`src/rtl/morse_pkg.sv`:
```
// Shared types and timing constants for the Morse transmitter.
package morse_pkg;

  typedef enum logic [1:0] {
    ST_IDLE,
    ST_MARK,
    ST_SPACE,
    ST_TRAIL
  } morse_state_e;

  localparam int unsigned DOT_UNITS      = 1;
  localparam int unsigned DASH_UNITS     = 3;
  localparam int unsigned ELEM_GAP_UNITS = 1;
  localparam int unsigned CHAR_GAP_UNITS = 3;
  localparam int unsigned WORD_GAP_UNITS = 7;
  localparam int unsigned MAX_ELEMS      = 5;

  localparam int unsigned LEN_W   = 3;
  localparam int unsigned BITS_W  = 5;
  localparam int unsigned UNITS_W = 3;

  // Captured character: remaining element count, pending pattern, gap type
  typedef struct packed {
    logic [LEN_W-1:0]  len;
    logic [BITS_W-1:0] bits;
    logic              word_gap;
  } morse_char_t;

  // Length in units of the interval spent in a given state
  function automatic logic [UNITS_W-1:0] interval_units(input morse_state_e st,
                                                        input logic         dash,
                                                        input logic         wgap);
    logic [UNITS_W-1:0] u;
    u = UNITS_W'(1);
    case (st)
      ST_MARK:  u = dash ? UNITS_W'(DASH_UNITS) : UNITS_W'(DOT_UNITS);
      ST_SPACE: u = UNITS_W'(ELEM_GAP_UNITS);
      ST_TRAIL: u = wgap ? UNITS_W'(WORD_GAP_UNITS) : UNITS_W'(CHAR_GAP_UNITS);
      default:  u = UNITS_W'(1);
    endcase
    return u;
  endfunction

endpackage

```
`src/rtl/morse_tx_if.sv`:
```
// Character handshake between an upstream source (master) and morse_tx (slave).
//   char_valid : source offers a character
//   char_ready : transmitter can accept this cycle
//   sym_len    : element count 0..5 (6..7 clamp to 5)
//   sym_bits   : element pattern, LSB first, 1 = dash
//   word_gap   : follow the character with a word gap
interface morse_tx_if;
  import morse_pkg::*;

  logic              char_valid;
  logic              char_ready;
  logic [LEN_W-1:0]  sym_len;
  logic [BITS_W-1:0] sym_bits;
  logic              word_gap;

  modport master (
    output char_valid, sym_len, sym_bits, word_gap,
    input  char_ready
  );

  modport slave (
    input  char_valid, sym_len, sym_bits, word_gap,
    output char_ready
  );

endinterface

```
`src/rtl/morse_unit_timer.sv`:
```
// Morse unit timebase: one-cycle unit_tick on the last cycle of every
// UNIT_CYCLES-cycle unit, phase-aligned to the most recent restart.
//   clk, rst_n : clock, async active-low reset
//   restart    : zero the phase (the unit starts in the following cycle)
//   enable     : count while high; tick held low otherwise
//   unit_tick  : registered pulse closing each unit
module morse_unit_timer #(
  parameter int unsigned UNIT_CYCLES = 6_000_000
) (
  input  logic clk,
  input  logic rst_n,
  input  logic restart,
  input  logic enable,
  output logic unit_tick
);

  localparam int unsigned CNT_W = $clog2(UNIT_CYCLES);

  logic [CNT_W-1:0] cnt_q, cnt_d;
  logic             tick_q, tick_d;

  // Tick is registered one count early so it lands on the unit's last cycle
  always_comb begin
    cnt_d  = cnt_q;
    tick_d = 1'b0;
    if (restart) begin
      cnt_d = '0;
    end else if (enable) begin
      cnt_d  = (cnt_q == CNT_W'(UNIT_CYCLES - 1)) ? '0 : cnt_q + CNT_W'(1);
      tick_d = (cnt_q == CNT_W'(UNIT_CYCLES - 2));
    end
  end

  always_ff @(posedge clk or negedge rst_n) begin
    if (!rst_n) begin
      cnt_q  <= '0;
      tick_q <= 1'b0;
    end else begin
      cnt_q  <= cnt_d;
      tick_q <= tick_d;
    end
  end

  assign unit_tick = tick_q;

endmodule

```
`src/rtl/morse_tx.sv`:
```
// Morse code keyer: accepts one character at a time and keys its dots and
// dashes, intra-character gaps, and a trailing character or word gap.
//   clk_100Mhz : system clock
//   reset      : async active-low reset
//   chr        : character handshake (slave side)
//   key_out    : keying output, 1 = tone on
//   busy       : character in progress
//   char_done  : pulse on the last cycle of the trailing gap
module morse_tx
  import morse_pkg::*;
#(
  parameter int unsigned UNIT_CYCLES = 6_000_000
) (
  input  logic       clk_100Mhz,
  input  logic       reset,
  morse_tx_if.slave  chr,
  output logic       key_out,
  output logic       busy,
  output logic       char_done
);

  morse_state_e        state_q, state_d;
  morse_char_t         char_q, char_d;
  logic [UNITS_W-1:0]  units_q, units_d;
  logic                key_q, key_d;

  logic                unit_tick;
  logic                xfer;
  logic                last_unit;
  logic [UNITS_W-1:0]  target;
  logic [LEN_W-1:0]    len_clamped;

  assign xfer        = chr.char_valid && (state_q == ST_IDLE);
  assign len_clamped = (chr.sym_len > LEN_W'(MAX_ELEMS)) ? LEN_W'(MAX_ELEMS) : chr.sym_len;
  assign target      = interval_units(state_q, char_q.bits[0], char_q.word_gap);
  assign last_unit   = unit_tick && (units_q == target - UNITS_W'(1));

  // Timer free-runs while busy; restarting it on acceptance removes idle residue
  morse_unit_timer #(
    .UNIT_CYCLES (UNIT_CYCLES)
  ) u_timer (
    .clk       (clk_100Mhz),
    .rst_n     (reset),
    .restart   (xfer),
    .enable    (state_q != ST_IDLE),
    .unit_tick (unit_tick)
  );

  // Next-state: capture on acceptance, then step through intervals on unit ticks
  always_comb begin
    state_d = state_q;
    char_d  = char_q;
    units_d = units_q;

    case (state_q)
      ST_IDLE: begin
        if (xfer) begin
          char_d.len      = len_clamped;
          char_d.bits     = chr.sym_bits;
          char_d.word_gap = chr.word_gap;
          units_d         = '0;
          state_d         = (len_clamped != '0) ? ST_MARK : ST_TRAIL;
        end
      end
      ST_MARK, ST_SPACE, ST_TRAIL: begin
        if (unit_tick) begin
          if (!last_unit) begin
            units_d = units_q + UNITS_W'(1);
          end else begin
            units_d = '0;
            case (state_q)
              ST_MARK: begin
                // Consume the element just sent; bits[0] is always the current one
                char_d.bits = char_q.bits >> 1;
                char_d.len  = char_q.len - LEN_W'(1);
                state_d     = (char_q.len > LEN_W'(1)) ? ST_SPACE : ST_TRAIL;
              end
              ST_SPACE: state_d = ST_MARK;
              default:  state_d = ST_IDLE;
            endcase
          end
        end
      end
      default: state_d = ST_IDLE;
    endcase

    key_d = (state_d == ST_MARK);
  end

  always_ff @(posedge clk_100Mhz or negedge reset) begin
    if (!reset) begin
      state_q <= ST_IDLE;
      char_q  <= '0;
      units_q <= '0;
      key_q   <= 1'b0;
    end else begin
      state_q <= state_d;
      char_q  <= char_d;
      units_q <= units_d;
      key_q   <= key_d;
    end
  end

  assign key_out        = key_q;
  assign busy           = (state_q != ST_IDLE);
  assign chr.char_ready = (state_q == ST_IDLE);
  // Decoded from registered state/timer so it marks the gap's final cycle exactly
  assign char_done      = (state_q == ST_TRAIL) && last_unit;

endmodule

```
`src/flat_wrapper.sv`:
```
// flat-port wrapper written by rule: the top's interface ports become plain ports
module morse_tx_flat import morse_pkg::*;
#(
  parameter int unsigned UNIT_CYCLES = 6_000_000
)
  (clk_100Mhz, reset, key_out, busy, char_done, chr_char_valid, chr_sym_len, chr_sym_bits, chr_word_gap, chr_char_ready);
  morse_tx_if chr_i ();
  input  logic clk_100Mhz;
  input  logic reset;
  output logic key_out;
  output logic busy;
  output logic char_done;
  input wire logic [$bits(chr_i.char_valid)-1:0] chr_char_valid;
  input wire logic [$bits(chr_i.sym_len)-1:0] chr_sym_len;
  input wire logic [$bits(chr_i.sym_bits)-1:0] chr_sym_bits;
  input wire logic [$bits(chr_i.word_gap)-1:0] chr_word_gap;
  output wire logic [$bits(chr_i.char_ready)-1:0] chr_char_ready;
  assign chr_i.char_valid = chr_char_valid;
  assign chr_i.sym_len = chr_sym_len;
  assign chr_i.sym_bits = chr_sym_bits;
  assign chr_i.word_gap = chr_word_gap;
  assign chr_char_ready = chr_i.char_ready;
  morse_tx #(.UNIT_CYCLES(UNIT_CYCLES)) u_core (.clk_100Mhz(clk_100Mhz), .reset(reset), .chr(chr_i), .key_out(key_out), .busy(busy), .char_done(char_done));
endmodule
```
`config.mk`:
```
export PLATFORM = sky130hd
export DESIGN_NAME = morse_tx_flat
export DESIGN_NICKNAME = d
export VERILOG_FILES = /design/src/rtl/morse_pkg.sv /design/src/rtl/morse_tx_if.sv /design/src/rtl/morse_unit_timer.sv /design/src/rtl/morse_tx.sv /design/src/flat_wrapper.sv
export SDC_FILE = /design/constraint.sdc
export NUM_CORES = 1
export LEC_CHECK = 0
export ABC_AREA = 1
export BUFFER_PORTS_ARGS = -buffer_cell sky130_fd_sc_hd__buf_4
export CORE_MARGIN = 2
export CORE_UTILIZATION = 65
export DETAILED_ROUTE_END_ITERATION = 6
export GPL_TIMING_DRIVEN = 0
export PLACE_DENSITY = 0.9
export SLEW_MARGIN = 10
export SYNTH_ARGS = -nofsm -noshare
export SYNTH_HDL_FRONTEND = slang
export SYNTH_SLANG_ARGS = --single-unit
```
`constraint.sdc`:
```
create_clock -name clk_100Mhz -period 4.55 [get_ports clk_100Mhz]
set_input_delay 0.6825 -clock clk_100Mhz [delete_from_list [all_inputs] [get_ports clk_100Mhz]]
set_output_delay 0.6825 -clock clk_100Mhz [all_outputs]
set_load 0.05 [all_outputs]
```
# Word level (Yosys, flattened, before mapping)
# Cells that the tools add are included.
# W data, S select, Z words.
[totals] register_bits=39 input_bits=12 output_inout_bits=4
[op_classes] add_sub_neg=4 magnitude_cmp=2 n_eq_ne=11 mux=25 reduce_logical=11
[ops] cell="$mux W23" n=3
[ops] cell="$eq A23 B23 Y1 const B" n=2
[ops] cell="$mux W8" n=3
[ops] cell="$add A23 B1 Y23 const B" n=1
[ops] cell="$pmux W8 S2" n=1
[ops] cell="$mux W3" n=5
[ops] cell="$pmux W3 S2" n=2
[ops] cell="$mux W2" n=5
[ops] cell="$mux W9" n=1
[ops] cell="$pmux W2 S2" n=2
[ops] cell="$ne A2 B1 Y1 const B" n=3
[ops] cell="$sub A3 B1 Y3 const B" n=2
[ops] cell="$eq A2 B1 Y1 const B" n=2
[ops] cell="$eq A2 B2 Y1 const B" n=2
[ops] cell="$reduce_and A2 Y1" n=2
[ops] cell="$reduce_and A4 Y1" n=1
[ops] cell="$reduce_bool A2 Y1" n=2
[ops] cell="$add A3 B1 Y3 const B" n=1
[ops] cell="$eq A3 B3 Y1" n=1
[ops] cell="$gt A3 B1 Y1 const B" n=1
[ops] cell="$gt A3 B3 Y1 const B" n=1
[ops] cell="$logic_and A1 B1 Y1" n=3
[ops] cell="$mux W1" n=3
[ops] cell="$reduce_bool A3 Y1" n=1
[ops] cell="other kinds (3)" n=3

# Logic depth before layout (Yosys ltp)
[depth] depth_word=9 depth_mapped=12

# Hierarchy
# A second synthesis with hierarchy kept.
[unflattened] cells_unflattened=348 area_unflattened_um2=2547.4
[by_module_without_submodules] mod="morse_unit_timer" n_inst=1 cells_per_inst=219 area_per_inst_um2=1507.7 seq_area_each_um2=600.6
[by_module_without_submodules] mod="morse_tx" n_inst=1 cells_per_inst=129 area_per_inst_um2=1039.7 seq_area_each_um2=375.4

# Worst setup path before layout
# OpenSTA, ideal clock, no wires.
[synth_timing] path_type="reg2out" from="register u_core.state_q[0]" to="output port char_done" t_arrival_ps=1919 setup_slack_ps=1948 stages_incl_launch_ff=7 path_buffers=0 path_cell_list="dfrtp_1 > ha_1 > inv_1 > nand2_1 > nand2_1 > nand2_1 > nor3_1"
[synth_via] elab_chain_len=6 elab_cells_between_ends=7
[synth_lines] element="start, declared" line_no="morse_tx.sv:22" text="morse_state_e state_q, state_d;"
[synth_lines] element="start signal, assigned" line_no="morse_tx.sv:97" text="state_q <= state_d;"
[synth_lines] element="$eq A2 B2 Y1 or $eq A2 B1 Y1 (tied branches)" line_no="morse_pkg.sv:35, morse_tx.sv:108"
[synth_lines] element="$pmux W3 S2" line_no="morse_pkg.sv:35" text="case (st)"
[synth_lines] element="$sub A3 B1 Y3" line_no="morse_tx.sv:36" text="assign last_unit = unit_tick && (units_q == target - UNITS_W'(1));"
[synth_lines] element="$eq A3 B3 Y1" line_no="morse_tx.sv:36"
[synth_lines] element="$logic_and A1 B1 Y1" line_no="morse_tx.sv:36"
[synth_lines] element="$logic_and A1 B1 Y1 (*)" line_no="morse_tx.sv:108" text="assign char_done = (state_q == ST_TRAIL) && last_unit;"
[synth_lines] element="end, declared" line_no="flat_wrapper.sv:12" text="output logic char_done;"
# Every way passes the cells marked *; elsewhere a longest branch is shown, timed or not.

# Final worst setup path
# Ends and elaborated chain as after synthesis.

==> impl_metrics.tcl <==
set metrics [dict create \
    worstSetupEndpointType "primary output" \
    antenna_found_initial 0 \
    io_buffers 15 \
    critPathRequiredTime_ns 3.87 \
    path_clk_slew_ns 0.08 \
    hold_slack_ns 0.3445 \
    synth_edf_count 0 \
    cts_setup_buffers 0 \
    path_max_fanout 4 \
    critical_path.top_delay_family "flip-flops" \
    routed_wl_mm 5.315 \
    hpwlAfterDp_mm 3.914 \
    async_reset_ff_frac 1.000 \
    ys_top_cells_by_count "106 x nand2_1, 41 x inv_1, 39 x dfrtp_1" \
    p_clk_frac 0.242 \
    syn_nets 358 \
    die_area_sq_um 4362 \
    seq_area_sq_um 975.9 \
    cts_tree "yes" \
    layout-drive-gt1-share 0.1667 \
    cap_violations 0 \
    ant_nets 0 \
    cp.depth 7 \
    finalCritPeriodShare 0.5126 \
    max_freq_mhz 428.7 \
    setup_viol 0 \
    cts_resized 0 \
    nFillCells 303 \
    viasPerCell 5.436 \
    cts-hold-fix-buffers 0 \
    worst-path-buf-inv 2 \
    ctsRootBufferMaster "clkbuf_8" \
    arrival_ns 1.65 \
    clockBufferDepth 2 \
    die_y_um 66.05 \
    seq_area_frac_synth 0.3900 \
    path_class "flip-flop to primary output" \
    routedWlPerCell_um 13.03 \
    numCtsBuffers 5 \
    worst_r2r_path_depth 7 \
    status "finished, final reports clean" \
    multiInputGateArea_sq_um 1301 \
    p_sw_uw 465.3 \
    syn-cell-area_sq_um 2502 \
    combPwrFrac 0.319 \
    power.leakage_nw 1.330 \
    p_sw_frac 0.3707 \
    grt.overflow.total 0 \
    gp_congestion 0.8594 \
    hold_viol 0 \
    relSlewSlack 0.6675 \
    power.density_nw_per_um2 449.5 \
    clk_latency_ns 0.30 \
    ys_seq_elements 39 \
    syn_inst 337 \
    min_period_ns 2.333 \
    cp_cell_sequence "ha_1 > inv_1 > nand2_1 > nand2_1 > nand2_1 > nor3_1 > buf_4" \
    cp_common_cell "nand2_1" \
    num_rows 22 \
    chipWidth_um 66.05 \
    drv_slew 0 \
    skew_ns 0.006040 \
    hold_class "input port to asynchronous set/reset pin" \
    slowest_stage "dfrtp_1" \
    cellInternalPower_uw 789.9 \
    h-tree-depth 2 \
    synth_most_common_cell "nand2_1" \
    netlist_top_cells_area "dfrtp_1 39%, nand2_1 16%, inv_1 6.2%" \
    nNetsFinal 380 \
    num_vias 2218 \
    critical_path.startpoint_type "flip-flop" \
    rsz0062_at_grt "no" \
    start_util 0.6784 \
    syn_to_final_growth_pct 11.60 \
    ys_types 31 \
    crit-reg2reg-launch "u_core.state_q[1]" \
    rr_endpoint "u_core.u_timer.cnt_q[10]" \
    synth-main-ff-cell "dfrtp_1" \
    grt_pass1_vias 2112 \
    grt_pass1_wl_mm 9.232 \
    rrSetupSlack_ns 2.63 \
    drc 0 \
    n_antenna_cell 0 \
    power_frac_seq 0.439 \
    core_area_sq_um 3689 \
    pin_count 16 \
    syn_avg_cell_area_sq_um 7.426 \
    yosysTopAreaCellShare 0.3900 \
    first_pass_iters 4 \
    irDropWorstVdd_v 0.0002890 \
    grt_util_all_layers 0.2816 \
    ys_warn_count 0 \
    worst_pin_slew_ns 0.4987 \
    setup_tns_ns 0 \
    clock_sinks 39 \
    cpPeakStageDelay_ns 0.42 \
    grt_max_degree 40 \
    drt_first_iter_violations 174 \
    yosysTopAreaCell "dfrtp_1" \
]
## final cells by class
class / count / share of cell area
buffer: 6 / 0.01837
clock buffer: 6 / 0.02957
clock inverter: 2 / 0.01254
inverter: 45 / 0.06228
multi-input combinational: 247 / 0.4660
sequential: 39 / 0.3495
tap: 48 / 0.02151
timing repair buffer: 15 / 0.04032
## cell usage in the layout, fill, tap and decap left out, types with 5 or more instances in the layout
master | Yosys | routed
nand4_1 | 5 | 5
o21ai_2 | 5 | 5
nor3_1 | 5 | 5
a21oi_1 | 5 | 5
nor2_2 | 10 | 10
nand3_1 | 23 | 23
ha_1 | 9 | 9
nand2_1 | 106 | 106
nand2_2 | 5 | 5
o22ai_1 | 9 | 9
inv_1 | 41 | 41
nor2_1 | 25 | 25
dfrtp_1 | 39 | 39
o21ai_0 | 12 | 12
xor2_1 | 9 | 9
buf_4 | 0 | 15
o21ai_1 | 5 | 5
clkbuf_8 | 1 | 7
## metrics by stage
| step | total power [mW] | util | cell area (sq um) | setup slack (ns) | std cells |
|---|---|---|---|---|---|
| detailed placement | 0.9554 | 0.7252 | 2675 | 2.546 | 400 |
| global route | 1.346 | 0.7571 | 2793 | 2.121 | 408 |
| floorplan | 0.8466 | - | 2502 | 1.948 | 337 |
| CTS | 1.258 | 0.7571 | 2793 | 2.216 | 408 |
| global placement | 0.9293 | 0.7252 | 2675 | 2.582 | 400 |
| finish | 1.255 | 0.7571 | 2793 | 2.217 | 408 |
## registers in the layout, indices dropped and copies added, names as in the netlist
name                      count
u_core.u_timer.unit_tick      1
u_core.char_q                 9
u_core.key_out                1
u_core.units_q                3
u_core.u_timer.cnt_q         23
u_core.state_q                2
## worst register-to-register path, stage by stage (launching register included)
cell and delay, ns:
dfrtp_1 0.41, inv_1 0.12, ha_1 0.19, clkbuf_8 0.19, inv_6 0.07, nor2_2 0.22
clkinv_1 0.35, o22ai_1 0.28
## routing by layer
layer,wire [um],global-route usage
met5,0,0
met1,2421,0.3564
met2,2598,0.4697
met3,195,0.06644
met4,99,0.1046
## how the worst max path moves through the flow
stage / end / start / slack [ns]
finish: char_done / u_core.state_q[0] / 2.22
global route: char_done / u_core.state_q[0] / 2.12
global placement: char_done / u_core.state_q[0] / 2.58
CTS: char_done / u_core.state_q[0] / 2.22
detailed placement: char_done / u_core.state_q[0] / 2.55
floorplan: char_done / u_core.state_q[0] / 1.95
## power by group through the flow
stage | registers (mW) | logic [mW] | clock network [mW]
global route | 0.563 | 0.460 | 0.323
finish | 0.551 | 0.401 | 0.303
CTS | 0.548 | 0.404 | 0.306
detailed placement | 0.553 | 0.402 | 0
floorplan | 0.539 | 0.308 | 0
global placement | 0.549 | 0.381 | 0
## cell families after synthesis
| logic type | after synthesis | share of synthesized area |
|---|---|---|
| and+or+nand+nor | 188 | 0.3390 |
| buffers and inverters | 51 | 0.09000 |
| AOI/OAI and AO/OA | 40 | 0.1010 |
| adders and majority gates | 9 | 0.04500 |
| DFF | 39 | 0.3900 |
| xor gates and xnor gates | 10 | 0.03500 |
Note: power is estimated with default switching activity, not from simulation.
